<file path="config.mk">
export PLATFORM = sky130hd
export DESIGN_NAME = multicycle_control
export DESIGN_NICKNAME = d
export VERILOG_FILES = /design/src/rtl/multicycle_control.sv
export SDC_FILE = /design/constraint.sdc
export NUM_CORES = 1
export LEC_CHECK = 0
export BUFFER_PORTS_ARGS = -buffer_cell sky130_fd_sc_hd__buf_2
export CAP_MARGIN = 20
export CORE_UTILIZATION = 35
export DETAILED_ROUTE_END_ITERATION = 8
export PLACE_DENSITY = 0.72
export REMOVE_ABC_BUFFERS = 1
export SLEW_MARGIN = 20
export SYNTH_ARGS = -nofsm -noshare
export SYNTH_HDL_FRONTEND = slang
export SYNTH_SLANG_ARGS = --single-unit
</file>
<file path="constraint.sdc">
create_clock -name clk -period 1.8 [get_ports clk]
set_input_delay 0.45 -clock clk [delete_from_list [all_inputs] [get_ports clk]]
set_output_delay 0.45 -clock clk [all_outputs]
set_load 0.01 [all_outputs]
</file>
<file path="src/rtl/multicycle_control.sv">
// multicycle_control
//   Multi-cycle control FSM for the didactic RV32I core. Walks the shared
//   datapath (PC, IR, register file, ALU, unified memory port) through
//   FETCH -> DECODE -> EXECUTE -> [MEM] -> [WB] one instruction at a time
//   and drives the ALU op code and operand selects.
//
// Ports
//   clk        rising-edge clock
//   reset      synchronous, active-high; forces every output inactive
//   instr      IR contents (valid from DECODE onward)
//   alu_zero   ALU zero flag (BEQ/BNE outcome)
//   alu_lsb    ALU result[0] (SLT/SLTU outcome)
//   mem_ready  access completes in the cycle mem_req && mem_ready
//   mem_req    memory access request
//   mem_we     1=store, 0=read
//   addr_sel   memory address: 0=PC, 1=alu_out register
//   ir_we      load IR from memory read data
//   mdr_we     load MDR from memory read data
//   pc_we      update PC
//   pc_src     0=PC+4, 1=alu_out register, 2=ALU result & ~1
//   aout_we    latch ALU result into alu_out register
//   alu_op     ALU op code
//   alu_src_a  0=rs1, 1=PC, 2=zero
//   alu_src_b  0=rs2, 1=immediate
//   rf_we      register-file write enable
//   wb_sel     0=alu_out, 1=MDR, 2=PC+4
//   trap       sticky: illegal/ECALL/EBREAK seen, core halted
module multicycle_control (
  input  logic        clk,
  input  logic        reset,
  input  logic [31:0] instr,
  input  logic        alu_zero,
  input  logic        alu_lsb,
  input  logic        mem_ready,
  output logic        mem_req,
  output logic        mem_we,
  output logic        addr_sel,
  output logic        ir_we,
  output logic        mdr_we,
  output logic        pc_we,
  output logic [1:0]  pc_src,
  output logic        aout_we,
  output logic [3:0]  alu_op,
  output logic [1:0]  alu_src_a,
  output logic        alu_src_b,
  output logic        rf_we,
  output logic [1:0]  wb_sel,
  output logic        trap
);

  // ALU op codes shared with the datapath ALU
  localparam logic [3:0] ALU_ADD  = 4'd0;
  localparam logic [3:0] ALU_SUB  = 4'd1;
  localparam logic [3:0] ALU_SLL  = 4'd2;
  localparam logic [3:0] ALU_SLT  = 4'd3;
  localparam logic [3:0] ALU_SLTU = 4'd4;
  localparam logic [3:0] ALU_XOR  = 4'd5;
  localparam logic [3:0] ALU_SRL  = 4'd6;
  localparam logic [3:0] ALU_SRA  = 4'd7;
  localparam logic [3:0] ALU_OR   = 4'd8;
  localparam logic [3:0] ALU_AND  = 4'd9;
  localparam logic [3:0] ALU_NOP  = 4'd15;

  // RV32I major opcodes
  localparam logic [6:0] OPC_LUI    = 7'b0110111;
  localparam logic [6:0] OPC_AUIPC  = 7'b0010111;
  localparam logic [6:0] OPC_JAL    = 7'b1101111;
  localparam logic [6:0] OPC_JALR   = 7'b1100111;
  localparam logic [6:0] OPC_BRANCH = 7'b1100011;
  localparam logic [6:0] OPC_LOAD   = 7'b0000011;
  localparam logic [6:0] OPC_STORE  = 7'b0100011;
  localparam logic [6:0] OPC_OPIMM  = 7'b0010011;
  localparam logic [6:0] OPC_OP     = 7'b0110011;

  typedef enum logic [2:0] {
    FETCH   = 3'd0,
    DECODE  = 3'd1,
    EXECUTE = 3'd2,
    MEM     = 3'd3,
    WB      = 3'd4,
    TRAP    = 3'd5
  } state_t;

  state_t state;
  state_t state_nxt;

  logic [6:0] opcode;
  logic [2:0] funct3;
  logic       funct7_5;
  logic       is_load;
  logic       is_store;
  logic       opc_legal;
  logic [3:0] arith_op;
  logic [3:0] branch_op;
  logic       branch_ok;
  logic       branch_taken;

  assign opcode   = instr[6:0];
  assign funct3   = instr[14:12];
  assign funct7_5 = instr[30];
  assign is_load  = (opcode == OPC_LOAD);
  assign is_store = (opcode == OPC_STORE);

  // SYSTEM (ECALL/EBREAK/CSR) is deliberately absent: it halts the core.
  always_comb begin
    case (opcode)
      OPC_LUI, OPC_AUIPC, OPC_JAL, OPC_JALR, OPC_BRANCH,
      OPC_LOAD, OPC_STORE, OPC_OPIMM, OPC_OP: opc_legal = 1'b1;
      default:                                opc_legal = 1'b0;
    endcase
  end

  // Register/immediate arithmetic. SUB only exists in register form;
  // shift-right arithmetic is selected by funct7[5] in both forms.
  always_comb begin
    arith_op = ALU_NOP;
    case (funct3)
      3'b000:  arith_op = (opcode == OPC_OP && funct7_5) ? ALU_SUB : ALU_ADD;
      3'b001:  arith_op = ALU_SLL;
      3'b010:  arith_op = ALU_SLT;
      3'b011:  arith_op = ALU_SLTU;
      3'b100:  arith_op = ALU_XOR;
      3'b101:  arith_op = funct7_5 ? ALU_SRA : ALU_SRL;
      3'b110:  arith_op = ALU_OR;
      default: arith_op = ALU_AND;
    endcase
  end

  // Branch compare: funct3[0] inverts the sense (BNE/BGE/BGEU).
  always_comb begin
    branch_op    = ALU_NOP;
    branch_ok    = 1'b1;
    branch_taken = 1'b0;
    case (funct3)
      3'b000, 3'b001: begin
        branch_op    = ALU_SUB;
        branch_taken = alu_zero ^ funct3[0];
      end
      3'b100, 3'b101: begin
        branch_op    = ALU_SLT;
        branch_taken = alu_lsb ^ funct3[0];
      end
      3'b110, 3'b111: begin
        branch_op    = ALU_SLTU;
        branch_taken = alu_lsb ^ funct3[0];
      end
      default: branch_ok = 1'b0;
    endcase
  end

  always_ff @(posedge clk) begin
    if (reset) state <= FETCH;
    else       state <= state_nxt;
  end

  // Outputs are gated by reset directly so an access in progress is
  // abandoned in the same cycle reset rises, not one edge later.
  always_comb begin
    state_nxt = state;
    mem_req   = 1'b0;
    mem_we    = 1'b0;
    addr_sel  = 1'b0;
    ir_we     = 1'b0;
    mdr_we    = 1'b0;
    pc_we     = 1'b0;
    pc_src    = 2'd0;
    aout_we   = 1'b0;
    alu_op    = ALU_NOP;
    alu_src_a = 2'd0;
    alu_src_b = 1'b0;
    rf_we     = 1'b0;
    wb_sel    = 2'd0;
    trap      = 1'b0;
    if (!reset) begin
      case (state)
        FETCH: begin
          mem_req = 1'b1;
          if (mem_ready) begin
            ir_we     = 1'b1;
            state_nxt = DECODE;
          end
        end
        DECODE: begin
          // Speculatively compute PC + imm for branch/JAL targets.
          alu_src_a = 2'd1;
          alu_src_b = 1'b1;
          alu_op    = ALU_ADD;
          aout_we   = 1'b1;
          state_nxt = opc_legal ? EXECUTE : TRAP;
        end
        EXECUTE: begin
          case (opcode)
            OPC_OP, OPC_OPIMM: begin
              alu_src_a = 2'd0;
              alu_src_b = (opcode == OPC_OPIMM);
              alu_op    = arith_op;
              aout_we   = 1'b1;
              state_nxt = WB;
            end
            OPC_LUI: begin
              alu_src_a = 2'd2;
              alu_src_b = 1'b1;
              alu_op    = ALU_ADD;
              aout_we   = 1'b1;
              state_nxt = WB;
            end
            OPC_AUIPC: begin
              alu_src_a = 2'd1;
              alu_src_b = 1'b1;
              alu_op    = ALU_ADD;
              aout_we   = 1'b1;
              state_nxt = WB;
            end
            OPC_LOAD, OPC_STORE: begin
              alu_src_a = 2'd0;
              alu_src_b = 1'b1;
              alu_op    = ALU_ADD;
              aout_we   = 1'b1;
              state_nxt = MEM;
            end
            OPC_BRANCH: begin
              if (branch_ok) begin
                alu_src_a = 2'd0;
                alu_src_b = 1'b0;
                alu_op    = branch_op;
                pc_we     = 1'b1;
                pc_src    = branch_taken ? 2'd1 : 2'd0;
                state_nxt = FETCH;
              end else begin
                state_nxt = TRAP;
              end
            end
            OPC_JAL: begin
              rf_we     = 1'b1;
              wb_sel    = 2'd2;
              pc_we     = 1'b1;
              pc_src    = 2'd1;
              state_nxt = FETCH;
            end
            OPC_JALR: begin
              alu_src_a = 2'd0;
              alu_src_b = 1'b1;
              alu_op    = ALU_ADD;
              rf_we     = 1'b1;
              wb_sel    = 2'd2;
              pc_we     = 1'b1;
              pc_src    = 2'd2;
              state_nxt = FETCH;
            end
            default: state_nxt = TRAP;
          endcase
        end
        MEM: begin
          mem_req  = 1'b1;
          addr_sel = 1'b1;
          mem_we   = is_store;
          if (mem_ready) begin
            if (is_store) begin
              pc_we     = 1'b1;
              pc_src    = 2'd0;
              state_nxt = FETCH;
            end else begin
              mdr_we    = 1'b1;
              state_nxt = WB;
            end
          end
        end
        WB: begin
          rf_we     = 1'b1;
          wb_sel    = is_load ? 2'd1 : 2'd0;
          pc_we     = 1'b1;
          pc_src    = 2'd0;
          state_nxt = FETCH;
        end
        TRAP: begin
          trap = 1'b1;
        end
        default: state_nxt = FETCH;
      endcase
    end
  end

endmodule

</file>
==> results.md <==
* CP max stage cell: or3_4
* Antenna viol nets, final at 0
* Worst Reg2Reg Path Length in Cells at 7
* Worst Path Class, Setup: in2out
* RSZ-0062 raised after global routing: true
* Worst r2r dst: state[2]$_SDFFE_PP0P_
* Area delta synth->final at 111.8%
* Fin area at 0.001521 mm2
* Diode count at 0
* WHS Path Cells at 4
* Port Buf Inserts at 35
* Row count at 16
* Post-synth top flop: dfxtp_1
* Syn_area_per_cell at 6.300 um2
* Warning count from the yosys run at 0
* Core ar. at 0.001942 mm2
* DR vias at ~1300
* Hold buffers post-CTS at 0
* Worst reg2reg startpoint: state[2]$_SDFFE_PP0P_
* Maximum fanout along the worst path at 3
* Hold path endpoint: state[1]$_SDFFE_PP0P_
* First-pass GRT wire length at 4705 um
* CTS sink count at 3
* PD cells at 400.9 mW/mm2
* Area post-placement at roughly 0.0011 mm2
* Ordered list of cells on the worst path: buf_6 -> nand3b_4 -> or2_4 -> or3_4 -> o2bb2a_4 -> a21oi_2 -> buf_2
* Layout Nets at 226
* Worst Max-Slew Pin Slew at 0.3915 ns
* Worst Hold Launch: mem_ready
* H-tree depth at 1
* Final GP Congestion at 0.8778
* Relative slew slack at 73.71%
* Top Ports at between 50 and 60
* Starting Density at 36.98%
* Residual DRC at 0
* Seq cells post-synth at 3
* Setup crit end kind: output pin
* Peak Freq at 464.0 MHz
* GR Overflow Total at 0
* Hold crit path type: in2reg
* Final hold vios at 0
* Seq/Total Area, Yosys at between 8 and 9%
* Post-DP HPWL at roughly 2100 um
* Critical Path RT at 1.35 ns
* Total power at 0.6099 mW
* Initial antenna violation count at 0
* Share of layout cells above drive strength 1 at approximately 64%
* Setup TNS Final at -2.240 ns
* Max clock buf depth at 2
* 1st-iter DRT viols at 55
* Synthesized cell area at 718.2 um2
* Final setup fails at 17
* Reg with most FFs: state
* Total Wirelength at 3900 um
* Leading area contributor after synthesis: a21oi_1
* Vias in the first global route at 1097
* R2R Setup Slk at 0.26 ns
* Width of the die at 47.30 um
* Slew Limit Fails at 0
* Crit start category: input port
* Final Skew at 0.0009830 ns
* Die ar. at 0.002237 mm2
* Max-Cap Viols at 0
* DRT Pass-1 Iters at 4
* Post-synth EDFFs at 0
* Biggest regs: state: 3 flops
* Core Util, Final at 78.35%
* Clock slew at reported path FFs at 0.04 ns
* Status: complete, but fails checks
* Max reg flops at 3
* Violated checks: negative setup slack
* DIE HEIGHT at between 40 and 50 um
* Tmin final at 2.155 ns
* Setup WS pre-CTS at -0.3899 ns
* Async set or reset register ratio after synthesis at 0%
* GRT Overall Usage at between 20% and 30%
* Crit path DAT at about 1.7 ns
* Peak supply drop at 0.2953 mV
* Worst path max stage delay at 0.35 ns
* CTS Root Buffer Type: clkbuf_4
* Final worst slack at -0.3551 ns
* Via density at 6.009
* Top cells by area, synth: a21oi_1 (8.4%), dfxtp_1 (8.4%), nor2_1 (8.4%), o21ai_0 (7.0%), nand2_1 (6.3%)
* Synth Instances at 114
* Unique masters post-synth at 40
* Routed wire per std cell at 18.14 um
* CTS tree: built
* Top cell type's share of synthesized area at under 10%
* Largest net degree at the start of global routing at 11
* Leak at 0.7263 nW
* CTS Buf Count at 3
* Clock Latency Late Sink at 0.24 ns
* Final period utilization at 119.7%
worst max-delay path, delay by kind of cell:
family | cells | cell delay [ns]
compound gates | 2 | 0.31
buf+inv | 2 | 0.22
simple gates | 3 | 0.74
kinds of logic (layout without fill, tap and decap cells):
logic type / count (synthesis) / after routing / share of synthesized area [%]
AO/OA/AOI/OAI: 37 / 37 / 33.45
XOR/XNOR: 1 / 1 / 1.220
buffers and inverters: 8 / 82 / 4.529
flip-flops: 3 / 3 / 8.363
multiplexers: 1 / 1 / 1.394
AND/OR/NAND/NOR: 64 / 64 / 51.05
cell usage after synthesis (all sizes together), types with 3 or more instances:
cell and number:
nor2 16, o21ai 10, nand2 12, dfxtp 3, nand3 4, nand2b 5, nor3 5, a21oi 12
nor2b 7, clkbuf 6, a21o 3, and3 5
per-stage QoR:
step	hold WS, ns	std cells
floorplan	0.5602	108
global placement	0.6802	202
detailed placement	0.7028	202
CTS	0.6233	212
global route	0.6472	215
finish	0.6445	215
timing repair:
| item | CTS | global route |
|---|---|---|
| resized for setup | 51 | 27 |
| pin swaps | 17 | 14 |
| setup endpoints to repair | 17 | 17 |
| buffers inserted | 6 | 4 |
cells in the final DEF, fill, tap and decap left out, types with 2 or more instances in the layout:
cell type / Yosys / layout
buf_4: 0 / 35
buf_2: 0 / 26
buf_6: 0 / 13
nor2_1: 16 / 10
nand2_1: 12 / 9
a21oi_1: 12 / 9
nor2_4: 0 / 4
nor3_4: 0 / 4
nor2b_1: 7 / 4
o21ai_1: 0 / 4
o21ai_0: 10 / 4
nand2_2: 0 / 3
nand3_1: 4 / 3
nor2b_4: 0 / 3
nand2b_1: 4 / 3
a21oi_2: 0 / 3
a21o_1: 3 / 3
clkbuf_4: 0 / 3
or2_4: 1 / 2
nor2_2: 0 / 2
inv_1: 2 / 2
and3_1: 3 / 2
and3_4: 1 / 2
nand4b_1: 2 / 2
buf_12: 0 / 2
dfxtp_2: 0 / 2
worst max path at each step:
stage	startpoint	endpoint	slack [ns]	cells after the start
2_1_floorplan	instr[3]	pc_we	-0.21	5
3_3_place_gp	instr[3]	pc_we	-0.36	7
3_5_place_dp	instr[3]	pc_we	-0.39	7
4_1_cts	instr[3]	pc_we	-0.35	7
5_1_grt	instr[3]	pc_we	-0.42	7
6_report	instr[3]	pc_we	-0.36	7
final cells by class:
type                       count  area [um2]
inverter                       2       7.507
sequential                     3       66.31
timing repair buffer          76       579.3
tap                           27       33.78
fill                         135       420.4
multi-input combinational    103       808.3
clock buffer                   4       26.28
per-layer routing:
layer / track usage [%] / vias to the layer above / routed length (um)
li1: - / 564 / -
met1: 32.28 / 595 / 1390
met2: 54.25 / 101 / 1910
met3: 5.769 / 32 / 313
met4: 13.71 / 0 / 286
met5: 0 / - / 0
report_power, final:
group          internal (mW)  switching (mW)  total (mW)
Sequential            0.0791          0.0129      0.0920
Clock                 0.0836          0.0434       0.127
Combinational          0.190           0.201       0.391
Total                  0.352           0.258       0.610
(Power assumes the default switching activity.)
